$ cat src/rtl/dmem_arb_pkg.sv
// Shared definitions for the four-core data-memory arbiter: FSM state
// encoding and the default geometry of the core/RAM interface.
package dmem_arb_pkg;

  localparam int NCORES_DEF = 4;
  localparam int AW_DEF     = 8;
  localparam int DW_DEF     = 8;

  // FREE: idle, sampling requests. ISSUE: RAM sees address (and write strobe).
  // WAITQ: read data arrives from RAM. DONE: completion pulse to the winner.
  typedef enum logic [1:0] {
    FREE  = 2'd0,
    ISSUE = 2'd1,
    WAITQ = 2'd2,
    DONE  = 2'd3
  } state_t;

endpackage

$ cat src/rtl/rr_pick.sv
// Round-robin picker: scans the request vector starting at ptr and wrapping
// modulo N, returning a one-hot grant for the first requester found.
module rr_pick #(
  parameter int N  = 4,
  parameter int PW = (N > 1) ? $clog2(N) : 1
) (
  input  logic [N-1:0]  req,
  input  logic [PW-1:0] ptr,
  output logic [N-1:0]  grant,
  output logic          valid
);

  // Walk the N candidates in priority order ptr, ptr+1, ... and take the first.
  always_comb begin
    int          sum;
    logic [PW-1:0] idx;
    grant = '0;
    valid = 1'b0;
    for (int k = 0; k < N; k++) begin
      sum = int'(ptr) + k;
      if (sum >= N) sum = sum - N;
      idx = PW'(sum);
      if (!valid && req[idx]) begin
        grant[idx] = 1'b1;
        valid      = 1'b1;
      end
    end
  end

endmodule

$ cat src/rtl/dmem_arbiter4.sv
// Arbiter that shares one single-port synchronous RAM among NCORES cores.
// One access is in flight at a time; the winner is chosen round-robin.
//
// Core handshake: core i raises rden[i] and/or wren[i] (both = write) with its
// Address/Din slice held stable while the arbiter is FREE. The request is
// latched on the edge at the end of a FREE cycle and later inputs are ignored
// until completion. acq[i] pulses for exactly one cycle when the access is
// complete (read data already on Dq); the core must drop its request in the
// following cycle or it will be seen as a new request.
module dmem_arbiter4
  import dmem_arb_pkg::*;
#(
  parameter int NCORES = NCORES_DEF,
  parameter int AW     = AW_DEF,
  parameter int DW     = DW_DEF
) (
  input  logic                 clk,
  input  logic                 rst,
  input  logic [NCORES-1:0]    rden,
  input  logic [NCORES-1:0]    wren,
  input  logic [NCORES*AW-1:0] Address,
  input  logic [NCORES*DW-1:0] Din,
  input  logic [DW-1:0]        RAMq,
  output logic [NCORES-1:0]    acq,
  output logic [DW-1:0]        Dq,
  output logic                 busy,
  output logic [AW-1:0]        RAMAddress,
  output logic [DW-1:0]        RAMDin,
  output logic                 RAMwren,
  output logic [1:0]           dbg_state
);

  localparam int PW = (NCORES > 1) ? $clog2(NCORES) : 1;

  state_t              state;
  logic [PW-1:0]       ptr;
  logic [PW-1:0]       g;
  logic [NCORES-1:0]   g_oh;
  logic                op_wr;

  logic [NCORES-1:0]   req;
  logic [NCORES-1:0]   grant;
  logic                grant_valid;
  logic [PW-1:0]       win_idx;
  logic [AW-1:0]       win_addr;
  logic [DW-1:0]       win_din;
  logic                win_wr;

  assign req = rden | wren;

  rr_pick #(
    .N  (NCORES),
    .PW (PW)
  ) u_rr_pick (
    .req   (req),
    .ptr   (ptr),
    .grant (grant),
    .valid (grant_valid)
  );

  // Decode the one-hot grant into the winner's index, address, data and op.
  always_comb begin
    win_idx  = '0;
    win_addr = '0;
    win_din  = '0;
    win_wr   = 1'b0;
    for (int i = 0; i < NCORES; i++) begin
      if (grant[i]) begin
        win_idx  = PW'(i);
        win_addr = Address[i*AW +: AW];
        win_din  = Din[i*DW +: DW];
        win_wr   = wren[i];
      end
    end
  end

  // Arbitration FSM; every output except busy/dbg_state is a register here.
  always_ff @(posedge clk) begin
    if (rst) begin
      state      <= FREE;
      ptr        <= '0;
      g          <= '0;
      g_oh       <= '0;
      op_wr      <= 1'b0;
      acq        <= '0;
      Dq         <= '0;
      RAMAddress <= '0;
      RAMDin     <= '0;
      RAMwren    <= 1'b0;
    end else begin
      acq     <= '0;
      RAMwren <= 1'b0;
      case (state)
        FREE: begin
          if (grant_valid) begin
            g          <= win_idx;
            g_oh       <= grant;
            op_wr      <= win_wr;
            RAMAddress <= win_addr;
            RAMDin     <= win_din;
            RAMwren    <= win_wr;
            state      <= ISSUE;
          end
        end
        ISSUE: begin
          // A write is committed by the RAM at the end of this cycle, so it
          // can complete immediately; a read still needs its data cycle.
          if (op_wr) begin
            acq   <= g_oh;
            state <= DONE;
          end else begin
            state <= WAITQ;
          end
        end
        WAITQ: begin
          Dq    <= RAMq;
          acq   <= g_oh;
          state <= DONE;
        end
        DONE: begin
          ptr   <= (g == PW'(NCORES - 1)) ? '0 : g + 1'b1;
          state <= FREE;
        end
        default: state <= FREE;
      endcase
    end
  end

  assign busy      = (state != FREE);
  assign dbg_state = state;

endmodule

$ cat config.mk
export PLATFORM = sky130hd
export DESIGN_NAME = dmem_arbiter4
export DESIGN_NICKNAME = d
export VERILOG_FILES = /design/src/rtl/dmem_arb_pkg.sv /design/src/rtl/rr_pick.sv /design/src/rtl/dmem_arbiter4.sv
export SDC_FILE = /design/constraint.sdc
export NUM_CORES = 1
export LEC_CHECK = 0
export ABC_AREA = 1
export ABC_CLOCK_PERIOD_IN_PS = 5600
export CORE_UTILIZATION = 48
export CTS_BUF_LIST = sky130_fd_sc_hd__clkbuf_2 sky130_fd_sc_hd__clkbuf_4 sky130_fd_sc_hd__clkbuf_8
export DETAILED_ROUTE_END_ITERATION = 10
export GPL_ROUTABILITY_DRIVEN = 1
export HOLD_SLACK_MARGIN = 0.03
export PLACE_DENSITY = 0.89
export RECOVER_POWER = 50
export SYNTH_ARGS = -nofsm -noshare
export SYNTH_HDL_FRONTEND = slang
export SYNTH_SLANG_ARGS = --single-unit
$ cat constraint.sdc
create_clock -name clk -period 5.6 [get_ports clk]
set_input_delay 0.84 -clock clk [delete_from_list [all_inputs] [get_ports clk]]
set_output_delay 0.84 -clock clk [all_outputs]
set_load 0.02 [all_outputs]
# Word level (Yosys, flattened, before mapping)
# Cells that the tools add are included.
# op_classes
add_sub_neg,8
n_lt_le_gt_ge,12
eq_ne,5
n_mux,49
bitwise_logic,6
n_reduce_logical,14
# op_table
operator,count
$mux 8,8
$mux 4,5
$mux 1,18
$mux 2,8
$or 4x4->4,4
$lt 2x3->1 const B,4
$ge 3x3->1 const B,3
$bmux 1 s2,4
$demux 1 s2,4
$ge 2x1->1 const B,4
$pmux 2 s4,1
$pmux 4 s2,1
$sub 2x1->2 const B,4
$logic_and 1x1->1,7
$add 2x2->3 const B,2
$eq 2x2->1 const B,3
$add 2x1->3 const B,1
$ge 2x3->1 const B,1
$logic_not 1->1,3
$reduce_or 3->1,1
$add 2x1->2 const B,1
$eq 2x1->1 const B,1
$logic_not 2->1,1
$ne 2x2->1 const B,1
3 further kinds,4
# totals
regBits,40
input_bits,82
output_inout_bits,32

# Logic depth before layout (Yosys ltp)
# Gate-level depths: netlist of run 1.
# depth
depth_word,18
mapped_depth,16

# By module
# A second synthesis of run 1 with hierarchy kept.
# hier_totals
hier_cells,421
hier_area_um2,2596.2
# by_module_without_submodules
module,n_inst,cells_per_inst,area_per_inst_um2,seq_area_each_um2
dmem_arbiter4,1,345,2172.1,800.8
rr_pick,1,76,424.2,0.0

# Worst setup path before layout of run 1
# No wires, ideal clock.
# synth_timing
path_kind,input-to-reg
start,input wren[0]
end,register RAMAddress[1]
t_arrival_ps,2106
required_ps,5462
setup_slack_ps,3356
path_stages,13
path_cell_list,nor2_1 > nand2_1 > nand3_2 > nand2_4 > nor2_8 > nand4_1 > nand3_4 > inv_4 > buf_6 > nor2_1 > nor2_1 > nand2_1 > a21oi_2
# synth_via
elab_chain_cells,17
# synth_rtl
item,line,source
from (decl),dmem_arbiter4.sv:20,"input logic [NCORES-1:0] wren,"
$or 4x4->4 (*),dmem_arbiter4.sv:49,assign req = rden | wren;
$bmux 1 s2,rr_pick.sv:23,if (!valid && req[idx]) begin
$mux 1 (not written as such),rr_pick.sv:23,
$mux 1,rr_pick.sv:23,
$logic_not 1->1,rr_pick.sv:23,
$logic_and 1x1->1,rr_pick.sv:23,
$mux 1,rr_pick.sv:23,
$logic_not 1->1,rr_pick.sv:23,
$logic_and 1x1->1,rr_pick.sv:23,
$mux 1,rr_pick.sv:23,
$logic_not 1->1,rr_pick.sv:23,
$logic_and 1x1->1,rr_pick.sv:23,
$mux 4,rr_pick.sv:23,
$mux 8 (4 in a row),dmem_arbiter4.sv:68,if (grant[i]) begin
to (signal assigned),dmem_arbiter4.sv:99,RAMAddress <= win_addr;
to (decl),dmem_arbiter4.sv:27,"output logic [AW-1:0] RAMAddress,"
# Every way passes the cells marked *; elsewhere a longest branch is shown, timed or not. The select of a mux whose other input is x is not followed.
# A chain may end at the register's enable or synchronous reset.

==> flow_summary_export.csv, run 1 <==
group,metric,value,unit
run_status,status,"complete, no violations",
clocking,worstSkewPairLatency,300,ps
timing,fmax,316,MHz
clocking,clockBufferDepth,2,
yosys,netlist_instances,412,
clocking,hold_buffers,0,
clocking,h-tree-depth,2,
grt,antenna_found_initial,0,
timing,period_needed,3160,ps
timing,fin_skew,6.83,ps
clocking,clk_pin_slew_worst_paths,80,ps
grt,grt_usage,0.267,
timing,slew_headroom,0.0460,
cells_and_area,final_layout_size_suffix_gt1_frac,0.0967,
grt,grt_pass1_wl,12.8,mm
yosys,synth_top_area_frac,0.297,
place,place_inst,580,
power_and_ir_drop,power_leakage,1.86,nW
critical_path,reg2regPathDepth,15,
critical_path,max_stage_delay,1040,ps
critical_path,crit_path_end_kind,"flop",
timing,drv_slew,0,
timing,final-setup-viol-count,0,
place,io_buffers,113,
flow_run,maxCapViolCount,0,
critical_path,crit_type,"in2reg",
drt,drt-total-wl,7.83,mm
critical_path,crit_path_cell_trace,"dlygate4sd3_1 > clkbuf_1 > inv_1 > nand2_1 > nor3b_1",
yosys,yosys_warnings,0,
place,hpwlAfterDp,5.63,mm
place,place_ws,2200,ps
timing,fin_ws,2440,ps
timing,finalCritPeriodShare,0.564,
critical_path,crit_path_max_fanout,24,
power_and_ir_drop,p_per_area,376,mW/mm^2
floorplanning,initial_core_util,0.512,
critical_path,cp.arrival,3330,ps
worst_hold_path,hold_path.class,"reg2reg",
floorplanning,die_w,77.0,um
drt,vias,2932,
grt,grt_max_degree,41,
floorplanning,placementRows,26,
drt,wire_per_inst,13.3,um
cells_and_area,fin_area,0.00393,mm^2
timing,tightest_slew,1430,ps
yosys,ys_seq_area_frac,0.297,
clocking,cts-root-buf,"clkbuf_8",
floorplanning,dieArea,0.00592,mm^2
floorplanning,coreArea,0.00527,mm^2
clocking,cts-buffers-inserted,5,
critical_path,cp.required,5770,ps
critical_path,cp_num_cells,5,
timing,setup_tns,0,ps
worst_hold_path,holdPathStages,2,
floorplanning,die_y,77.0,um
clocking,cts_post_setup_buffers_inserted,0,
yosys,synth.largest_area_cell,"dfxtp_1",
place,postPlaceCellArea,0.00380,mm^2
clocking,cts_sinks,40,
drt,detail-route-antenna-nets,0,
cells_and_area,area_delta_synth_final,45.7,%
yosys,synth_fp_nets,506,
timing,hold-worst-slack,466,ps
drt,drt-initial-drc-count,138,
drt,drt_pre_antenna_iters,4,
timing,finalHoldViolCount,0,
floorplanning,io_pins,114,
yosys,synth_area,0.00270,mm^2
timing,rsz0062_at_grt,"no",
clocking,postCtsResizedCells,0,
yosys,synth-seq-cells,40,
cells_and_area,diodes,0,
critical_path,crit_path_top_delay_cell,"clkbuf_1",
yosys,syn_area_per_cell,6.54,um^2
critical_path,crit_family,"buffers and inverters",
yosys,synth_area_leaders,"dfxtp_1 (30%), nand2_1 (19%), a21oi_1 (8.4%)",
cells_and_area,fin_nets,611,
drt,drc,0,
grt,grt_pass1_vias,2766,
cells_and_area,fin_cells,587,
place,gp_congestion,0.874,
power_and_ir_drop,peakVddDrop,0.300,mV
clocking,tritoncts,"built",
yosys,yosysUniqueCellTypes,31,
grt,overflow,0,
critical_path,cp_num_buf_inv,3,
drt,routed_via_density,4.99,
critical_path,cp-start-kind,"primary input",
## Yosys cell counts
master and number:
a21oi_2 11, o21ai_0 12, ha_1 12, buf_4 3, o211a_1 1, nand3_2 7, buf_2 3, a31oi_1 1
o21ai_2 1, nor3_2 1, buf_6 6, nor3_1 1, nand4_2 1, nand3_4 2, nor2_1 57, nor3b_1 3
dfxtp_1 40, inv_1 31, o21ai_1 1, nand2_2 8, nand3_1 12, nor2_2 2, a21oi_1 45, nand2_4 3
nor2_8 1, nand4_1 3, inv_4 3, clkbuf_1 4, clkinv_1 1, nand2_1 133, inv_2 3
## final timing paths
| path | endpoint | slack, ps | from |
|---|---|---|---|
| worst min-delay path | RAMDin[3]$_SDFFE_PP0P_ | 470 | RAMDin[3]$_SDFFE_PP0P_ |
| worst min register to register | RAMDin[3]$_SDFFE_PP0P_ | 470 | RAMDin[3]$_SDFFE_PP0P_ |
| worst max-delay path | acq[0]$_SDFF_PP0_ | 2440 | rst |
| worst max register to register | g[1]$_SDFFE_PP0P_ | 2530 | ptr[0]$_SDFFE_PP0N_ |
## flip-flops by register name, indices dropped and copies added (netlist names)
| signal | cells |
|---|---|
| Dq | 8 |
| RAMAddress | 8 |
| RAMDin | 8 |
| RAMwren | 1 |
| acq | 4 |
| dbg_state | 2 |
| g | 2 |
| g_oh | 4 |
| op_wr | 1 |
| ptr | 2 |
## where the power goes
group / switching (mW) / internal, mW
clock: 0.100 / 0.175
combinational: 0.473 / 0.315
sequential: 0.0487 / 0.363
total: 0.622 / 0.854
## final cells by class
class,instances,area (um^2)
Sequential cell,40,801
Multi-Input combinational cell,318,1630
Clock buffer,5,68.8
Inverter,38,150
Clock inverter,2,60.1
Timing Repair Buffer,114,1130
Fill cell,424,1340
Tap cell,70,87.6
## through the flow
step	utilization	power, mW
floorplan	-	0.954
global placement	0.722	1.19
detailed placement	0.722	1.22
CTS	0.746	1.50
global route	0.745	1.58
finish	0.745	1.48
## worst reg2reg max path, delay by kind of cell (launching register included)
family                   cells  cell delay (ps)
AND/OR/NAND/NOR              9             1400
flip-flops                   1              550
adder cells (fa/ha/maj)      1              430
buffers and inverters        5              610
## layer usage
layer  vias up  GRT usage  wire (um)
met2       105      0.477       3750
met3        15     0.0595        553
met4         0     0.0904        136
met1      1303      0.311       3380
li1       1509          -          -
met5         -          0          0
## cell families (layout without fill, tap and decap cells)
kind of cell,Yosys count,count (layout),synth area share
buffers and inverters,54,159,0.100
flip-flops,40,40,0.297
AND/OR/NAND/NOR,234,234,0.394
AO/OA/AOI/OAI,72,72,0.153
adder cells (fa/ha/maj),12,12,0.0557
## cell usage in the layout (no fill, tap or decap), types with 5 or more instances in the layout
cell	instances
a21oi_1	45
a21oi_2	11
clkbuf_8	5
clkdlybuf4s50_1	90
dfxtp_1	40
dlygate4sd3_1	23
ha_1	12
inv_1	31
nand2_1	133
nand2_2	8
nand3_1	12
nand3_2	7
nor2_1	57
o21ai_0	12
Power figures use the tool's default switching activity.
==> run 2, diff against run 1 <==
--- a/config.mk
+++ b/config.mk
@@ -6,13 +6,13 @@
 export NUM_CORES = 1
 export LEC_CHECK = 0
 export ABC_AREA = 1
-export ABC_CLOCK_PERIOD_IN_PS = 5600
-export CORE_UTILIZATION = 48
+export ABC_CLOCK_PERIOD_IN_PS = 3000
+export CORE_UTILIZATION = 44
 export CTS_BUF_LIST = sky130_fd_sc_hd__clkbuf_2 sky130_fd_sc_hd__clkbuf_4 sky130_fd_sc_hd__clkbuf_8
 export DETAILED_ROUTE_END_ITERATION = 10
 export GPL_ROUTABILITY_DRIVEN = 1
 export HOLD_SLACK_MARGIN = 0.03
-export PLACE_DENSITY = 0.89
+export PLACE_DENSITY = 0.82
 export RECOVER_POWER = 50
 export SYNTH_ARGS = -nofsm -noshare
 export SYNTH_HDL_FRONTEND = slang
==> constraint.sdc (replaced) <==
create_clock -name clk -period 3 [get_ports clk]
set_input_delay 0.45 -clock clk [delete_from_list [all_inputs] [get_ports clk]]
set_output_delay 0.45 -clock clk [all_outputs]
set_load 0.02 [all_outputs]
==> flow_summary_export.csv, run 2 (synthesis results as in run 1) <==
group,metric,value,unit
floorplanning,coreArea,0.00592,mm^2
clocking,cts-root-buf,"clkbuf_8",
grt,grt_max_degree,41,
floorplanning,io_pins,114,
grt,grt_pass1_vias,2737,
critical_path,crit_path_top_delay_cell,"dfxtp_1",
critical_path,cp_num_buf_inv,2,
clocking,tritoncts,"built",
grt,grtUsageMet1,0.266,
clocking,clk_pin_slew_worst_paths,90,ps
floorplanning,die_w,80.3,um
grt,grt_use_met3,0.0705,
timing,fin_skew,7.43,ps
timing,drv_slew,0,
drt,detail-route-antenna-nets,0,
cells_and_area,multi_input_area,0.00163,mm^2
floorplanning,dieArea,0.00644,mm^2
place,hpwlAfterDp,5.49,mm
drt,vias,2935,
clocking,clockBufferDepth,2,
flow_run,maxCapViolCount,0,
drt,drt-total-wl,7.73,mm
floorplanning,die_y,80.3,um
critical_path,crit_path_end_kind,"flop",
floorplanning,initial_core_util,0.455,
critical_path,cp-start-kind,"flop",
clocking,cts_post_setup_buffers_inserted,0,
grt,overflow,0,
power_and_ir_drop,peakVddDrop,0.578,mV
timing,fmax,384,MHz
timing,setup_tns,0,ps
cells_and_area,area_delta_synth_final,47.1,%
timing,finalCritPeriodShare,0.867,
drt,drc,0,
timing,rsz0062_at_grt,"no",
critical_path,crit_path_max_fanout,18,
critical_path,cp.required,3130,ps
timing,tightest_slew,1340,ps
timing,final-setup-viol-count,0,
critical_path,crit_family,"simple AND/OR/NAND/NOR gates",
grt,top_usage_layer,"met2",
cells_and_area,diodes,0,
critical_path,crit_path_cell_trace,"inv_2 > ha_1 > inv_1 > nand3_2 > nand2_4 > nor2_8 > nand3_1 > nand3_2 > nand2_1 > nand2_1 > nand2_1 > nand2_1 > nand2_1 > a21oi_2",
cells_and_area,fillers,498,
clocking,h-tree-depth,2,
timing,period_needed,2600,ps
critical_path,max_stage_delay,540,ps
cells_and_area,fin_nets,613,
power_and_ir_drop,power_leakage,1.88,nW
worst_hold_path,hold_path.class,"reg2reg",
critical_path,cp.arrival,2740,ps
grt,grt_pass1_wl,12.0,mm
timing,slew_headroom,0.110,
cells_and_area,final_layout_size_suffix_gt1_frac,0.102,
floorplanning,placementRows,28,
cells_and_area,seqCellArea,801,um^2
place,gp_congestion,0.870,
grt,grt_usage,0.237,
cells_and_area,reg.largest.list,"Dq: 8 flops, RAMAddress: 8 flops, RAMDin: 8 flops",
clocking,cts_sinks,40,
critical_path,cp_common_cell,"nand2_1",
drt,drt_pre_antenna_iters,4,
grt,grtUsageMet2,0.429,
critical_path,crit_type,"reg2reg",
drt,routed_via_density,4.93,
clocking,cts-buffers-inserted,5,
drt,wire_per_inst,13.0,um
cells_and_area,layout_common_cells,"nand2_1 (133), clkdlybuf4s50_1 (90), nor2_1 (57), a21oi_1 (45), dfxtp_1 (40)",
clocking,postCtsResizedCells,0,
grt,antenna_found_initial,1,
power_and_ir_drop,p_per_area,695,mW/mm^2
power_and_ir_drop,power,2.76,mW
cells_and_area,layout_commonest_cell,"nand2_1",
drt,drt-initial-drc-count,174,
clocking,worstSkewPairLatency,300,ps
timing,finalHoldViolCount,0,
clocking,hold_buffers,0,
place,io_buffers,113,
run_status,status,"complete, no violations",
run 2: where the power goes:
part / internal [mW] / leakage (nW) / switching [mW]
sequential: 0.677 / 0.328 / 0.0866
combinational: 0.627 / 1.49 / 0.892
clock: 0.272 / 0.0614 / 0.200
run 2: cell type report:
type,count,area share
clock buffer,6,0.0208
tap,75,0.0237
multi-input combinational,318,0.410
timing repair buffer,116,0.296
clock inverter,2,0.00978
sequential,40,0.202
inverter,38,0.0379
run 2: final timing paths:
kind	endpoint	cells after the start	slack, ps	start
worst min register to register	RAMDin[2]$_SDFFE_PP0P_	2	470	RAMDin[2]$_SDFFE_PP0P_
worst min-delay path	RAMDin[2]$_SDFFE_PP0P_	2	470	RAMDin[2]$_SDFFE_PP0P_
worst max register to register	RAMAddress[3]$_SDFFE_PP0P_	14	400	ptr[0]$_SDFFE_PP0N_
worst max-delay path	RAMAddress[3]$_SDFFE_PP0P_	14	400	ptr[0]$_SDFFE_PP0N_
run 2: worst register-to-register path: cells and delay by family (launching register included):
family	cells	cell delay, ps
buffers and inverters	2	260
AO/OA/AOI/OAI	1	50
adder cells (fa/ha/maj)	1	390
flip-flops	1	540
AND/OR/NAND/NOR	10	1210
run 2: metrics by stage:
step,worst slack [ps],hold slack [ps],std cells,util,cell area [um^2]
global placement,379,452,587,0.650,3850
finish,398,470,595,0.670,3970
detailed placement,323,457,587,0.650,3850
global route,180,481,595,0.670,3970
floorplan,846,431,412,-,2700
CTS,427,468,595,0.671,3970
run 2: metal layers:
metal  part of all wire  vias to the layer above
met4              0.013                        2
met1               0.41                     1299
met2               0.48                      105
met5             0.0017                        -
met3              0.090                       12
li1                   -                     1517
